$ cat src/rtl/image_pkg.sv
// image_pkg: shared constants, FSM states and helpers for the SD image loader/writer pair.
package image_pkg;
  localparam logic [31:0] IMAGE1_START = 32'h0000_0000;
  localparam logic [31:0] IMAGE2_START = 32'h0001_0000;
  localparam logic [31:0] IMAGE3_START = 32'h0002_0000;
  localparam logic [31:0] IMAGE4_START = 32'h0003_0000;
  localparam int FB_PIXELS = 76800;
  localparam int BLOCK_BYTES = 512;
  localparam int BLOCKS_PER_IMAGE = FB_PIXELS * 3 / BLOCK_BYTES;
  typedef enum logic [2:0] {IDLE, PREFETCH, LOAD, WAIT_RDY, CMD, STREAM, NEXT_BLK, FINISH} wr_state_e;
  function automatic logic [31:0] slot_base(input logic [3:0] sel);
    return sel == 4'd1 ? IMAGE2_START : sel == 4'd2 ? IMAGE3_START :
           sel == 4'd3 ? IMAGE4_START : IMAGE1_START;
  endfunction
  function automatic logic [7:0] rgb_byte(input logic [11:0] p, input logic [1:0] ph);
    logic [3:0] c;
    c = ph == 2'd0 ? p[11:8] : ph == 2'd1 ? p[7:4] : p[3:0];
    return {c, c};
  endfunction
endpackage

$ cat src/rtl/rgb444_byte_serializer.sv
// rgb444_byte_serializer: holds one RGB444 pixel and emits its R, G, B bytes expanded to 8 bits.
module rgb444_byte_serializer
  import image_pkg::*;
(
  input  logic        clk,
  input  logic        rst_n,
  input  logic        load,
  input  logic [11:0] pixel,
  input  logic        advance,
  output logic [7:0]  data_out,
  output logic        pixel_consumed
);
  logic [11:0] pix_q, pix_d;
  logic [1:0] phase_q, phase_d;
  logic [7:0] byte_q, byte_d;
  always_comb begin
    pix_d = load ? pixel : pix_q;
    phase_d = load ? 2'd0 : !advance ? phase_q : phase_q == 2'd2 ? 2'd0 : phase_q + 2'd1;
    byte_d = (load || advance) ? rgb_byte(pix_d, phase_d) : byte_q;
    pixel_consumed = advance && !load && phase_q == 2'd2;
  end
  always_ff @(posedge clk or negedge rst_n)
    if (!rst_n) begin
      pix_q <= '0;
      phase_q <= '0;
      byte_q <= '0;
    end else begin
      pix_q <= pix_d;
      phase_q <= phase_d;
      byte_q <= byte_d;
    end
  assign data_out = byte_q;
endmodule

$ cat src/rtl/image_writer_12bit.sv
// image_writer_12bit: streams the 12-bit frame buffer to SD as 24-bit RGB, 512-byte blocks.
module image_writer_12bit
  import image_pkg::*;
#(
  parameter int N_PIXELS = FB_PIXELS
) (
  input  logic        clk,
  input  logic        reset,
  input  logic        start,
  input  logic [3:0]  image_select,
  output logic        busy,
  output logic        done,
  output logic [16:0] fb_addr,
  input  logic [11:0] fb_data,
  output logic [31:0] sd_block_addr,
  output logic        sd_write_block,
  output logic [7:0]  sd_data_out,
  input  logic        sd_byte_req,
  input  logic        sd_ready
);
  localparam int LAST_BLK = N_PIXELS * 3 / BLOCK_BYTES - 1;
  localparam logic [16:0] LAST_PIX = 17'(N_PIXELS - 1);
  wr_state_e state_q, state_d;
  logic [31:0] base_q, base_d, addr_q, addr_d;
  logic [16:0] pix_q, pix_d;
  logic [8:0] blk_q, blk_d, byte_cnt_q, byte_cnt_d;
  logic busy_q, busy_d, done_q, done_d, wb_q, wb_d, load_pend_q, load_pend_d;
  logic adv, consumed;
  assign adv = state_q == STREAM && sd_byte_req;
  rgb444_byte_serializer u_ser (
    .clk(clk), .rst_n(reset), .load(state_q == LOAD || load_pend_q), .pixel(fb_data),
    .advance(adv), .data_out(sd_data_out), .pixel_consumed(consumed)
  );
  always_comb begin
    state_d = state_q;
    base_d = base_q;
    pix_d = pix_q;
    blk_d = blk_q;
    byte_cnt_d = byte_cnt_q;
    busy_d = busy_q;
    addr_d = addr_q;
    done_d = 1'b0;
    wb_d = 1'b0;
    load_pend_d = consumed;
    case (state_q)
      IDLE: if (start) begin
        base_d = slot_base(image_select);
        pix_d = '0;
        blk_d = '0;
        busy_d = 1'b1;
        state_d = PREFETCH;
      end
      PREFETCH: state_d = LOAD;
      LOAD: state_d = WAIT_RDY;
      WAIT_RDY: if (sd_ready) begin
        wb_d = 1'b1;
        addr_d = base_q + 32'(blk_q);
        state_d = CMD;
      end
      CMD: begin
        byte_cnt_d = '0;
        state_d = STREAM;
      end
      // fb_addr follows pix_d so the next pixel's read is issued on the same request that consumed B
      STREAM: if (sd_byte_req) begin
        byte_cnt_d = byte_cnt_q + 9'd1;
        pix_d = (consumed && pix_q != LAST_PIX) ? pix_q + 17'd1 : pix_q;
        state_d = &byte_cnt_q ? NEXT_BLK : STREAM;
      end
      NEXT_BLK: begin
        state_d = blk_q == 9'(LAST_BLK) ? FINISH : WAIT_RDY;
        blk_d = blk_q == 9'(LAST_BLK) ? blk_q : blk_q + 9'd1;
      end
      FINISH: if (sd_ready) begin
        done_d = 1'b1;
        busy_d = 1'b0;
        state_d = IDLE;
      end
      default: state_d = IDLE;
    endcase
  end
  always_ff @(posedge clk or negedge reset)
    if (!reset) begin
      state_q <= IDLE;
      base_q <= IMAGE1_START;
      addr_q <= IMAGE1_START;
      pix_q <= '0;
      blk_q <= '0;
      byte_cnt_q <= '0;
      busy_q <= 1'b0;
      done_q <= 1'b0;
      wb_q <= 1'b0;
      load_pend_q <= 1'b0;
    end else begin
      state_q <= state_d;
      base_q <= base_d;
      addr_q <= addr_d;
      pix_q <= pix_d;
      blk_q <= blk_d;
      byte_cnt_q <= byte_cnt_d;
      busy_q <= busy_d;
      done_q <= done_d;
      wb_q <= wb_d;
      load_pend_q <= load_pend_d;
    end
  assign fb_addr = pix_d;
  assign busy = busy_q;
  assign done = done_q;
  assign sd_write_block = wb_q;
  assign sd_block_addr = addr_q;
endmodule

$ cat config.mk
export PLATFORM = sky130hd
export DESIGN_NAME = image_writer_12bit
export DESIGN_NICKNAME = d
export VERILOG_FILES = /design/src/rtl/image_pkg.sv /design/src/rtl/rgb444_byte_serializer.sv /design/src/rtl/image_writer_12bit.sv
export SDC_FILE = /design/constraint.sdc
export NUM_CORES = 1
export LEC_CHECK = 0
export ABC_AREA = 1
export ABC_CLOCK_PERIOD_IN_PS = 2500
export CAP_MARGIN = 20
export CORE_MARGIN = 2
export CORE_UTILIZATION = 40
export DETAILED_ROUTE_END_ITERATION = 10
export MAX_ROUTING_LAYER = met4
export PLACE_DENSITY = 0.76
export SLEW_MARGIN = 20
export SYNTH_ARGS = -nofsm -noshare
export SYNTH_HDL_FRONTEND = slang
export SYNTH_SLANG_ARGS = --single-unit
$ cat constraint.sdc
create_clock -name clk -period 2.5 [get_ports clk]
set_input_delay 0.75 -clock clk [delete_from_list [all_inputs] [get_ports clk]]
set_output_delay 0.75 -clock clk [all_outputs]
set_load 0.05 [all_outputs]
Word-level counts from Yosys, hierarchy flattened
Cells that the tools add are included.
{ "word_totals": {"in_bits": 21, "register_bits": 128, "out_inout_bits": 60, "wordCells": 87} }
{ "classes": {"reduce_logical": 19, "n_mux": 31, "eq_ne": 19, "addsub": 5} }
{ "op_table": {"columns": ["cell", "count"], "rows": [
  ["18-bit 2-to-1 mux", 3],
  ["17-bit 2-to-1 mux", 3],
  ["9-bit case mux with 2 select lines", 2],
  ["17-bit case mux with 2 select lines", 1],
  ["32-bit by 9-bit adder with 32-bit output", 1],
  ["9-bit 2-to-1 mux", 3],
  ["3-bit case mux with 8 select lines", 1],
  ["9-bit by 1-bit adder with 9-bit output (second input constant)", 2],
  ["17-bit by 1-bit adder with 17-bit output (second input constant)", 1],
  ["17-bit inequality test (second input constant)", 1],
  ["3-bit 2-to-1 mux", 5],
  ["3-bit == test (second input constant)", 4],
  ["12-bit 2-to-1 mux", 1],
  ["2-bit inequality test (second input constant)", 5],
  ["9-bit == test (second input constant)", 1],
  ["9-bit AND reduction", 1],
  ["4-bit by 2-bit == test with 1-bit output (second input constant)", 2],
  ["2-bit 2-to-1 mux", 4],
  ["4-bit 2-to-1 mux", 2],
  ["3-bit by 2-bit == test with 1-bit output (second input constant)", 2],
  ["2-bit AND reduction", 3],
  ["3-bit AND reduction", 2],
  ["2-bit nonzero test", 3],
  ["1-bit 2-to-1 mux", 5],
  ["12 further kinds", 16]
]} }

Longest topological paths before layout
Gate-level depths: netlist of the first run.
{ "logic_depth": {"ltp_word": 9, "depth_mapped": 12, "mapped_depth_nobuf": 11} }

By module
A second synthesis of the first run with hierarchy kept.
{ "unflattened": {"hier_cells": 515, "hier_area_um2": 3985.1} }
{ "by_module_without_submodules": {"columns": ["module", "area_each_um2", "instances", "cells_per_inst", "seq_area_each_um2"], "rows": [
  ["image_writer_12bit", 3090.5, 1, 403, 1376.3],
  ["rgb444_byte_serializer", 894.6, 1, 112, 450.4]
]} }

Worst setup path after synthesis of the first run
No wires, ideal clock.
{ "synth_timing": {"path_type": "input-to-output", "from": "input port sd_byte_req", "to": "output port fb_addr[10]", "t_required_ps": 1750, "arrival_ps": 2146, "path_buffers": 0, "slack_ps": -396, "stages": 6, "cell_sequence": "nand4_2 > nor3_2 > o21ai_1 > o21bai_1 > inv_1 > nor2_1"} }
{ "synth_between": {"elab_chain_len": 7} }
{ "synth_lines": {"columns": ["item", "line_no", "source"], "rows": [
  ["from (decl)", "image_writer_12bit.sv:18", "input logic sd_byte_req,"],
  ["1-bit logical AND", "image_writer_12bit.sv:29", "assign adv = state_q == STREAM && sd_byte_req;"],
  ["1-bit logical AND (2 in series)", "rgb444_byte_serializer.sv:20", "pixel_consumed = advance && !load && phase_q == 2'd2;"],
  ["net consumed", "image_writer_12bit.sv:28", "logic adv, consumed;"],
  ["1-bit logical AND", "image_writer_12bit.sv:67", "pix_d = (consumed && pix_q != LAST_PIX) ? pix_q + 17'd1 : pix_q;"],
  ["17-bit 2-to-1 mux", "image_writer_12bit.sv:67", null],
  ["17-bit 2-to-1 mux", "image_writer_12bit.sv:65", "STREAM: if (sd_byte_req) begin"],
  ["17-bit case mux with 2 select lines", "image_writer_12bit.sv:45", "case (state_q)"],
  ["to (decl)", "image_writer_12bit.sv:13", "output logic [16:0] fb_addr,"]
]} }
The timed path passes the listed nets, and every way through them passes these cells.

Worst setup path in the final report of the first run
{ "layout_timing": {"from": "register u_ser.phase_q[0]", "to": "output port fb_addr[10]"} }
{ "layout_between": {"elab_chain_len": 6} }
{ "layout_lines": {"columns": ["item", "line_no", "source"], "rows": [
  ["from (decl)", "rgb444_byte_serializer.sv:14", "logic [1:0] phase_q, phase_d;"],
  ["from (signal assigned)", "rgb444_byte_serializer.sv:29", "phase_q <= phase_d;"],
  ["2-bit == test", "rgb444_byte_serializer.sv:20", null],
  ["1-bit logical AND", "rgb444_byte_serializer.sv:20", null],
  ["net consumed", "image_writer_12bit.sv:28", null],
  ["1-bit logical AND", "image_writer_12bit.sv:67", null],
  ["17-bit 2-to-1 mux", "image_writer_12bit.sv:67", null],
  ["17-bit 2-to-1 mux", "image_writer_12bit.sv:65", null],
  ["17-bit case mux with 2 select lines", "image_writer_12bit.sv:45", null]
]} }
The timed path passes the listed nets, and every way through them passes these cells.

==> results of run 1 <==
-- synthesized netlist by cell type (2+ instances only) --
master      n  area share
nand3b_1    3      0.0056
clkbuf_1    3      0.0028
nand3_1    44       0.055
nand2_1   164        0.15
xor2_1     14       0.031
o21ai_1     6      0.0075
o21ai_0    23       0.029
buf_4      26       0.049
buf_2       6      0.0075
nor2_2      2      0.0031
nor2_1     47       0.044
ha_1        5       0.016
nand3_2     2      0.0050
nor3_2      2      0.0050
nand4_1    10       0.016
a21oi_1     4      0.0050
inv_2       6      0.0056
or2_2       4      0.0062
nor3_1     11       0.014
o22ai_1     4      0.0062
dfrtp_1    73        0.46
inv_1      66       0.062
o31ai_1     2      0.0037
-- flip-flops by register name (all words and copies together) (netlist names) --
name            cells
u_ser.data_out      4
sd_block_addr      11
pix_q              17
state_q             3
done                1
sd_write_block      1
base_q              2
blk_q               9
busy                1
load_pend_q         1
byte_cnt_q          9
u_ser.pix_q        12
u_ser.phase_q       2
-- worst reg2reg max path, delay by kind of cell (launching register included) --
| family | cells | cell delay, ns |
|---|---|---|
| buffers and inverters | 4 | 0.70 |
| and+or+nand+nor | 5 | 0.57 |
| DFF | 1 | 0.47 |
| AOI/OAI and AO/OA | 1 | 0.09 |
-- final cells by class --
class	instances	area [um^2]
timing repair buffer	110	1202
clock buffer	11	141.4
clock inverter	5	62.56
tap	133	166.4
sequential	73	1831
timing repair inverter	1	7.507
multi-input combinational	375	2018
fill	850	4058
inverter	72	287.8
-- layer usage --
| layer | share of wire | global-route usage | vias to the layer above |
|---|---|---|---|
| met1 | 0.43 | 0.2317 | 1785 |
| met2 | 0.50 | 0.3242 | 99 |
| met4 | 0.014 | 0.06081 | 0 |
| met5 | 0 | - | - |
| li1 | - | - | 1855 |
| met3 | 0.054 | 0.05075 | 16 |
-- power groups by stage --
stage	Combinational [mW]	Clock, mW	Sequential [mW]
floorplan	1.21	0	1.93
global placement	2.08	0	1.66
detailed placement	2.14	0	1.68
CTS	2.28	1.00	1.65
global route	2.54	1.05	1.70
finish	2.33	0.994	1.67
-- logic make-up after synthesis --
logic type,count (synthesis),share of synthesized area
AOI/OAI and AO/OA,42,0.05677
and+or+nand+nor,293,0.3144
xor gates and xnor gates,14,0.03057
adders and majority gates,5,0.01560
buffers and inverters,107,0.1263
other,1,0.0009348
DFF,73,0.4554
-- worst min-delay path by stage --
| stage | cells past startpoint | endpoint | start | slack, ns |
|---|---|---|---|---|
| final | 1 | pix_q[11] | reset | 0.33 |
| after global routing | 1 | pix_q[5] | reset | 0.35 |
| after CTS | 1 | pix_q[5] | reset | 0.33 |
| after detailed placement | 2 | u_ser.pix_q[8] | u_ser.pix_q[8] | 0.46 |
| after global placement | 2 | u_ser.pix_q[3] | u_ser.pix_q[3] | 0.46 |
| after floorplan | 2 | u_ser.pix_q[10] | u_ser.pix_q[10] | 0.44 |
-- repair_timing --
item | in CTS | in global routing
hold buffers | 0 | 0
resized for setup | 48 | 19
setup endpoints to repair | 17 | 17
pin swaps | 6 | 2
gates cloned | 1 | 1
buffers inserted | 8 | 4
==> results.txt, run 1 <==
worst r2r src - state_q[0]
Bufs on Longest Clock Path - 2
status - complete, but fails checks
Ys Warns - 0
data arrival time of the critical path - 2.11 ns
Rel. slew slack - 0.6494
CP startpoint kind - flop
R2R Setup Slk - 0.60 ns
Post-synth ARST share - 1.000
Clk network pwr share - 0.199
post-placement cell count - 750
via count - 3755
IO Pins - 81
FF+latch count, synth - 73
critical path depth - 9
Clock Latency Late Sink - 0.36 ns
max frequency - 349.5 MHz
clk sinks - 73
most frequent cells in the layout - nand2_1, dfrtp_1, inv_1
Final TNS setup - -4.984 ns
Buf/Inv on CP - 4
synthesized cell area - 4011 um^2
Critical Path End - fb_addr[10]
Slew Viols, Final - 0
Hold Vio Cnt, Final - 0
DRC - 0
Synth Flop Type - dfrtp_1
n_diodes - 0
die height - 104.1 um
Hold WC Path Type - in -> async
Die Span X - 104.1 um
fin crit share - 1.145
Yosys cell types - 31
final hold slack - 0.3307 ns
total power - 4.986 mW
Starting Density - 0.4104
crit-path max cell delay - 0.40 ns
R2R depth - 10
Placer Congestion - 0.8736
crit path capture type - output port
Placement Rows - 36
Req. time, crit path - 1.75 ns
detailed placement HPWL - 7019 um
worst vdd ir - 0.4585 mV
layout cell share with drive strength beyond 1 - 0.2535
Vias/cell - 4.814
commonest non-fill, non-tap cell in the layout - nand2_1
number of global-route vias before repair - 3736
critical path, cell by cell - or2_4, nor3_4, buf_4, o21ai_2, buf_6, o21bai_1, inv_1, nor2_4, buf_12
DP Area - 5211 um^2
Die ar. - 10850 um^2
RSZ-0062 raised after global routing - true
endpoints failing setup - 17
DP Worst Slack - -0.7909 ns
P_int - 2.803 mW
Post-DRT Antenna Nets - 0
Synth-to-Final Area Change - 42.51%
nets - 668
Tmin final - 2.861 ns
kind of critical path - reg -> out
largest net degree at the start of global routing - 57
CTS clk-pin slew, worst paths - 0.09 ns
GRT Total Usage - 0.1946
average wire per standard cell - 13.19 um
final WL - 10290 um
slowest stage cell, crit path - dfrtp_1
Post-Synthesis Cells - 535
Max-Cap Viols - 0
Worst Max-Slew Pin Slew - 0.5243 ns
Core Area - 9774 um^2
failing checks - setup timing
Final Skew - 0.009999 ns
Switching Share - 0.4378
post-synthesis sequential area ratio - 0.4554
r2r endpoint - blk_q[7]
drt pass-1 iters - 4
H-tree depth - 3
fin util - 0.5849
CTS tree - yes
EDFF count, synth - 0
PortBufs - 59
Initial DRC Count - 150
Root Buffer - clkbuf_8
post-route cell area - 5717 um^2
Cell Count, Final, Fillers Out - 780
Setup WS post-layout - -0.3613 ns
Post-Syn Area per Cell - 7.498 um^2
Combinational Power Share - 0.466
initial antenna violation count - 0
global-route wire length before repair - 16970 um
Sw Pwr - 2.183 mW
delay-heaviest family, CP - simple AND/OR/NAND/NOR gates
Pwr Density - 872.2 nW/um^2
sequential share of power - 0.334
grt ovf - 0
cts bufs inserted - 9
crit path max fanout - 5
Leak - 2.706 nW
worst setup path start - u_ser.phase_q[0]
(Power assumes the default switching activity.)
==> run 2, diff against run 1 <==
--- a/config.mk
+++ b/config.mk
@@ -6,7 +6,6 @@
 export NUM_CORES = 1
 export LEC_CHECK = 0
 export ABC_AREA = 1
-export ABC_CLOCK_PERIOD_IN_PS = 2500
 export CAP_MARGIN = 20
 export CORE_MARGIN = 2
 export CORE_UTILIZATION = 40
@@ -17,3 +16,4 @@
 export SYNTH_ARGS = -nofsm -noshare
 export SYNTH_HDL_FRONTEND = slang
 export SYNTH_SLANG_ARGS = --single-unit
+export TNS_END_PERCENT = 10
==> run 2 against run 1 <==
Net effect:
- the run still ends with setup timing left
- sequential cell count unchanged
- clock power decreased by 6.8%
- combinational power decreased by 3%
- first-iteration DRC count increased by 9.3%
- routed wire length decreased by 5.4%
- final cell count increased by 0.13%
- worst hold slack improved by 0.060 ns
- power decreased by 3.2%
- maximum frequency increased by 2.8%
- cell area decreased by 1.8%
- critical path type unchanged
- largest power group unchanged
==> results.txt, run 2 (synthesis gave the netlist of run 1 again) <==
Starting Density - 0.4104
GRT Total Usage - 0.1918
status - complete, but fails checks
Placement Rows - 36
average wire per standard cell - 12.46 um
Leak - 2.691 nW
cts bufs inserted - 9
RSZ-0062 raised after global routing - true
initial antenna violation count - 0
filler instances - 897
IO Pins - 81
clk sinks - 73
n_diodes - 0
via count - 3749
Synth-to-Final Area Change - 39.89%
Cell Count, Final, Fillers Out - 781
Req. time, crit path - 1.75 ns
Hold Vio Cnt, Final - 0
PortBufs - 59
endpoints failing setup - 17
grt ovf - 0
global-route wire length before repair - 16810 um
Tmin final - 2.785 ns
nets - 670
DRC - 0
Bufs on Longest Clock Path - 2
CTS tree - yes
post-placement cell count - 759
Root Buffer - clkbuf_8
Die ar. - 10850 um^2
fin crit share - 1.114
crit path max fanout - 21
Setup WS post-layout - -0.2847 ns
Die Span X - 104.1 um
worst vdd ir - 0.4792 mV
CP startpoint kind - flop
hold buffers post-CTS - 0
die height - 104.1 um
data arrival time of the critical path - 2.03 ns
commonest non-fill, non-tap cell in the layout - nand2_1
Initial DRC Count - 164
Rel. slew slack - 0.6181
failing checks - setup timing
Clock Latency Late Sink - 0.35 ns
Slew Viols, Final - 0
CTS clk-pin slew, worst paths - 0.08 ns
drt pass-1 iters - 5
Post-DRT Antenna Nets - 0
max reg flops - 17
Final Skew - 0.009020 ns
final hold slack - 0.3909 ns
H-tree depth - 3
crit path capture type - output port
final WL - 9734 um
Core Area - 9774 um^2
Placer Congestion - 0.8387
largest net degree at the start of global routing - 29
Pwr Density - 860.1 nW/um^2
number of global-route vias before repair - 3789
kind of critical path - reg -> out
Reg with most FFs - pix_q
Vias/cell - 4.800
Worst Max-Slew Pin Slew - 0.5728 ns
Final TNS setup - -4.117 ns
detailed placement HPWL - 6928 um
Max-Cap Viols - 0
layout cell share with drive strength beyond 1 - 0.2330
max frequency - 359.1 MHz
total power - 4.827 mW
most frequent cells in the layout - nand2_1, dfrtp_1, inv_1
Hold WC Path Type - in -> async
## run 2: area by class of cell
cell class                 instances  area (um^2)  area share
inverter                          72        290.3     0.05173
tap                              133        166.4     0.02965
multi-input combinational        375         1914      0.3411
clock inverter                     5        56.30     0.01003
timing repair inverter             1        7.507    0.001338
clock buffer                      10        137.6     0.02453
sequential                        73         1831      0.3262
timing repair buffer             112         1209      0.2154
## run 2: critical path, stage by stage, from the launching register on
cell        delay (ns)
dfrtp_1           0.36
ha_2              0.19
nand2_2           0.09
nor2_4            0.11
nand2_2           0.10
nor2_2            0.15
nor2_4            0.06
buf_12            0.15
nand2_1           0.06
nand2_1           0.06
nand2_2           0.09
clkinvlp_4        0.10
buf_12            0.15
## run 2: repair_timing
| item | in CTS | in global routing |
|---|---|---|
| cloned | 1 | 0 |
| setup buffers | 2 | 4 |
| pin swaps | 3 | 8 |
| setup endpoints to repair | 17 | 17 |
| gates resized for setup | 25 | 24 |
## run 2: metal layers
metal  share of wire  vias up  global-route usage  wire length [um]
met3           0.055       18             0.03321               531
met5               0        -                   -                 0
li1                -     1866                   -                 -
met4           0.022        0             0.07239               215
met1            0.42     1761              0.2259              4128
met2            0.50      104              0.3289              4858
## run 2: final timing paths
kind	start	to	slack, ns	cells after the start
min in group clk	sd_block_addr[8]	sd_block_addr[8]	0.48	2
min	reset	pix_q[11]	0.39	1
max in group asynchronous	reset	u_ser.data_out[6]	1.36	3
max	pix_q[1]	fb_addr[2]	-0.28	12
min reg2reg	sd_block_addr[8]	sd_block_addr[8]	0.48	2
max reg2reg	state_q[0]	blk_q[7]	0.36	10
## run 2: metrics by stage
step | area [um^2] | utilization | worst slack (ns)
6_report | 5612 | 0.5741 | -0.2847
3_3_place_gp | 5236 | 0.5357 | -0.7192
3_5_place_dp | 5236 | 0.5357 | -0.7680
5_1_grt | 5612 | 0.5741 | -0.4127
2_1_floorplan | 4169 | - | -0.06718
4_1_cts | 5509 | 0.5636 | -0.3443
## run 2: where the power goes
| group | switching [mW] | internal, mW | total (mW) | leakage (nW) |
|---|---|---|---|---|
| sequential | 0.173 | 1.47 | 1.65 | 0.963 |
| clock | 0.445 | 0.481 | 0.926 | 0.0981 |
| combinational | 1.46 | 0.793 | 2.26 | 1.63 |
==> edit (flow settings as in run 1) <==
Reset style: synchronous (`reset` and `rst_n`), changed in 2 clocked blocks.
--- a/src/rtl/rgb444_byte_serializer.sv
+++ b/src/rtl/rgb444_byte_serializer.sv
@@ -21,3 +21,3 @@
   end
-  always_ff @(posedge clk or negedge rst_n)
+  always_ff @(posedge clk)
     if (!rst_n) begin
--- a/src/rtl/image_writer_12bit.sv
+++ b/src/rtl/image_writer_12bit.sv
@@ -81,3 +81,3 @@
   end
-  always_ff @(posedge clk or negedge reset)
+  always_ff @(posedge clk)
     if (!reset) begin
Function: differs if reset is asserted again (counterexample within 4 cycles, from zero or initial values and one cycle with reset low); with reset held inactive, the same outputs for 10 cycles.
==> edit against run 1 <==
The flow still finishes with violations (setup timing). Design area fell by 2.1%. Sequential cell count did not move. Area after synthesis fell by 2.9%. Sequential share of layout area fell by 5.6 points. Wire length fell by 2.0%. Worst setup slack improved by 0.15 ns. Clock skew fell by 0.0064 ns. Largest cell class unchanged.
Power is not compared: it rests on default switching activity, and its combinational part moved more than twofold at a synthesized area within 25%.
==> edit: results (changes against run 1) <==
Run status
  – Outcome: finished with violations (unchanged)
  – Failing checks: setup timing (unchanged)

Final layout
  – Inverters: 71 (was 73)
  – Multi-input gate count: 418 (was 375)
  – Layout cells sized above 1: 25.7% (was 25.3%)
  – Reg area: 1480 sq um (was 1830 sq um)
  – Signal buffers: 118 (was 110)
  – Multi-input combinational area share: 40.2% (was 35.3%)
  – Clock buffer count: 10 (was 11)
  – Layout net count: 717 (was 668)
  – Clock network contribution to total cell area: 3.49% (was 3.57%)
  – Filler Cell Count: 849 (was 850)
  – Largest Register: pix_q (unchanged)
  – NonClk Buf Share: 22.0% (was 21.0%)

Placement
  – DP HPWL: 7190 um (was 7020 um)
  – GP Congestion: 0.919 (was 0.874)
  – Place WS: -0.691 ns (was -0.791 ns)

STA
  – Clk_skew: 0.00357 ns (was 0.0100 ns)
  – Setup TNS: -2.87 ns (was -4.98 ns)
  – Relative slew margins: 63.4% (was 64.9%)
  – Setup-failing EPs final: 17 (unchanged)
  – Final worst slack: -0.216 ns (was -0.361 ns)

Synthesis
  – Commonest cells post-synth: nand2_1 (145), dfxtp_1 (73), nor2_1 (67) (was nand2_1 (164), dfrtp_1 (73), inv_1 (66))
  – Synth Area in Adders: 1.61% (was 1.56%)
  – Main area contributors after synthesis: dfxtp_1 (38%), nand2_1 (14%), nor2_1 (6.5%) (was dfrtp_1 (46%), nand2_1 (15%), inv_1 (6.2%))
  – Distinct cells, synth: 39 (was 31)
  – Post-synth ARST share: 0% (was 100%)
  – Register area share after synthesis: 37.5% (was 45.5%)
  – Xor and xnor area share after synthesis: 1.57% (was 3.06%)
  – Compound-Gate Fraction of Synth Area: 10.8% (was 5.68%)
  – Register bit count reported by yosys: 73 (unchanged)
  – Post-synth EDFFs: 0 (unchanged)

Drt
  – Iteration-0 DRC Markers: 192 (was 150)
  – First-pass DRT Iterations: 5 (was 4)
  – WL per Instance: 12.2 um (was 13.2 um)
  – Via density: 4.93 (was 4.81)

Hold path
  – Min-delay worst type: reg -> reg (was in -> async)

Global route
  – Vias in the first global route: 3868 (was 3736)
  – Initial antenna violation count: 0 (unchanged)
  – First-pass GRT wire length: 16600 um (was 17000 um)
  – Largest net degree at the start of global routing: 27 (was 57)

Critical path
  – Worst path max stage delay: 0.36 ns (was 0.40 ns)
  – Worst Path Arrival: 1.97 ns (was 2.11 ns)
  – Worst-path fanout max: 7 (was 5)
  – Slowest cell on the critical path: dfxtp_2 (was dfrtp_1)
[edit: kinds of logic (layout without fill, tap and decap cells)]
logic type / after synthesis / count (layout)
adder cells (fa/ha/maj): 5 / 5
other: 1 / 21
AO/OA/AOI/OAI: 80 / 80
XOR/XNOR: 7 / 7
flip-flops: 73 / 73
buffers and inverters: 110 / 205
AND/OR/NAND/NOR: 305 / 305
[edit: worst paths after layout]
check                 startpoint        endpoint  slack, ns  cells past startpoint
setup / recovery      state_q[2]      fb_addr[6]      -0.22                     11
hold / removal    u_ser.pix_q[5]  u_ser.pix_q[5]       0.47                      2
setup reg to reg      state_q[0]        blk_q[8]       0.75                     11
hold reg to reg   u_ser.pix_q[5]  u_ser.pix_q[5]       0.47                      2
[edit: worst reg2reg max path, delay by kind of cell (launching register included)]
kind / cells / cell delay [ns]
AOI/OAI and AO/OA: 1 / 0.16
buffers and inverters: 5 / 0.63
and+or+nand+nor: 5 / 0.55
DFF: 1 / 0.33
[edit: repair_timing]
item,in CTS,in global routing
resized for setup,59,30
endpoints found under the setup margin,17,17
setup buffers,9,5
hold endpoints to repair,0,0
gates cloned,0,0
pin swaps,19,24
[edit: layer usage]
| metal | vias to the layer above | part of all wire (%) | global-route usage [%] |
|---|---|---|---|
| met2 | 135 | 51 | 34.4 |
| met3 | 17 | 5.0 | 4.00 |
| met1 | 1889 | 43 | 23.4 |
| met4 | 0 | 1.7 | 8.51 |
| li1 | 2050 | - | - |
| met5 | - | 0 | - |
[edit: per-stage QoR]
stage	cells	cell area [sq um]	power (W)	utilization [%]
3_5_place_dp	799	5040	0.00188	52.5
3_3_place_gp	799	5040	0.00187	52.5
2_1_floorplan	601	4030	0.00173	-
4_1_cts	824	5460	0.00283	56.9
6_report	829	5600	0.00282	58.4
5_1_grt	829	5600	0.00297	58.4
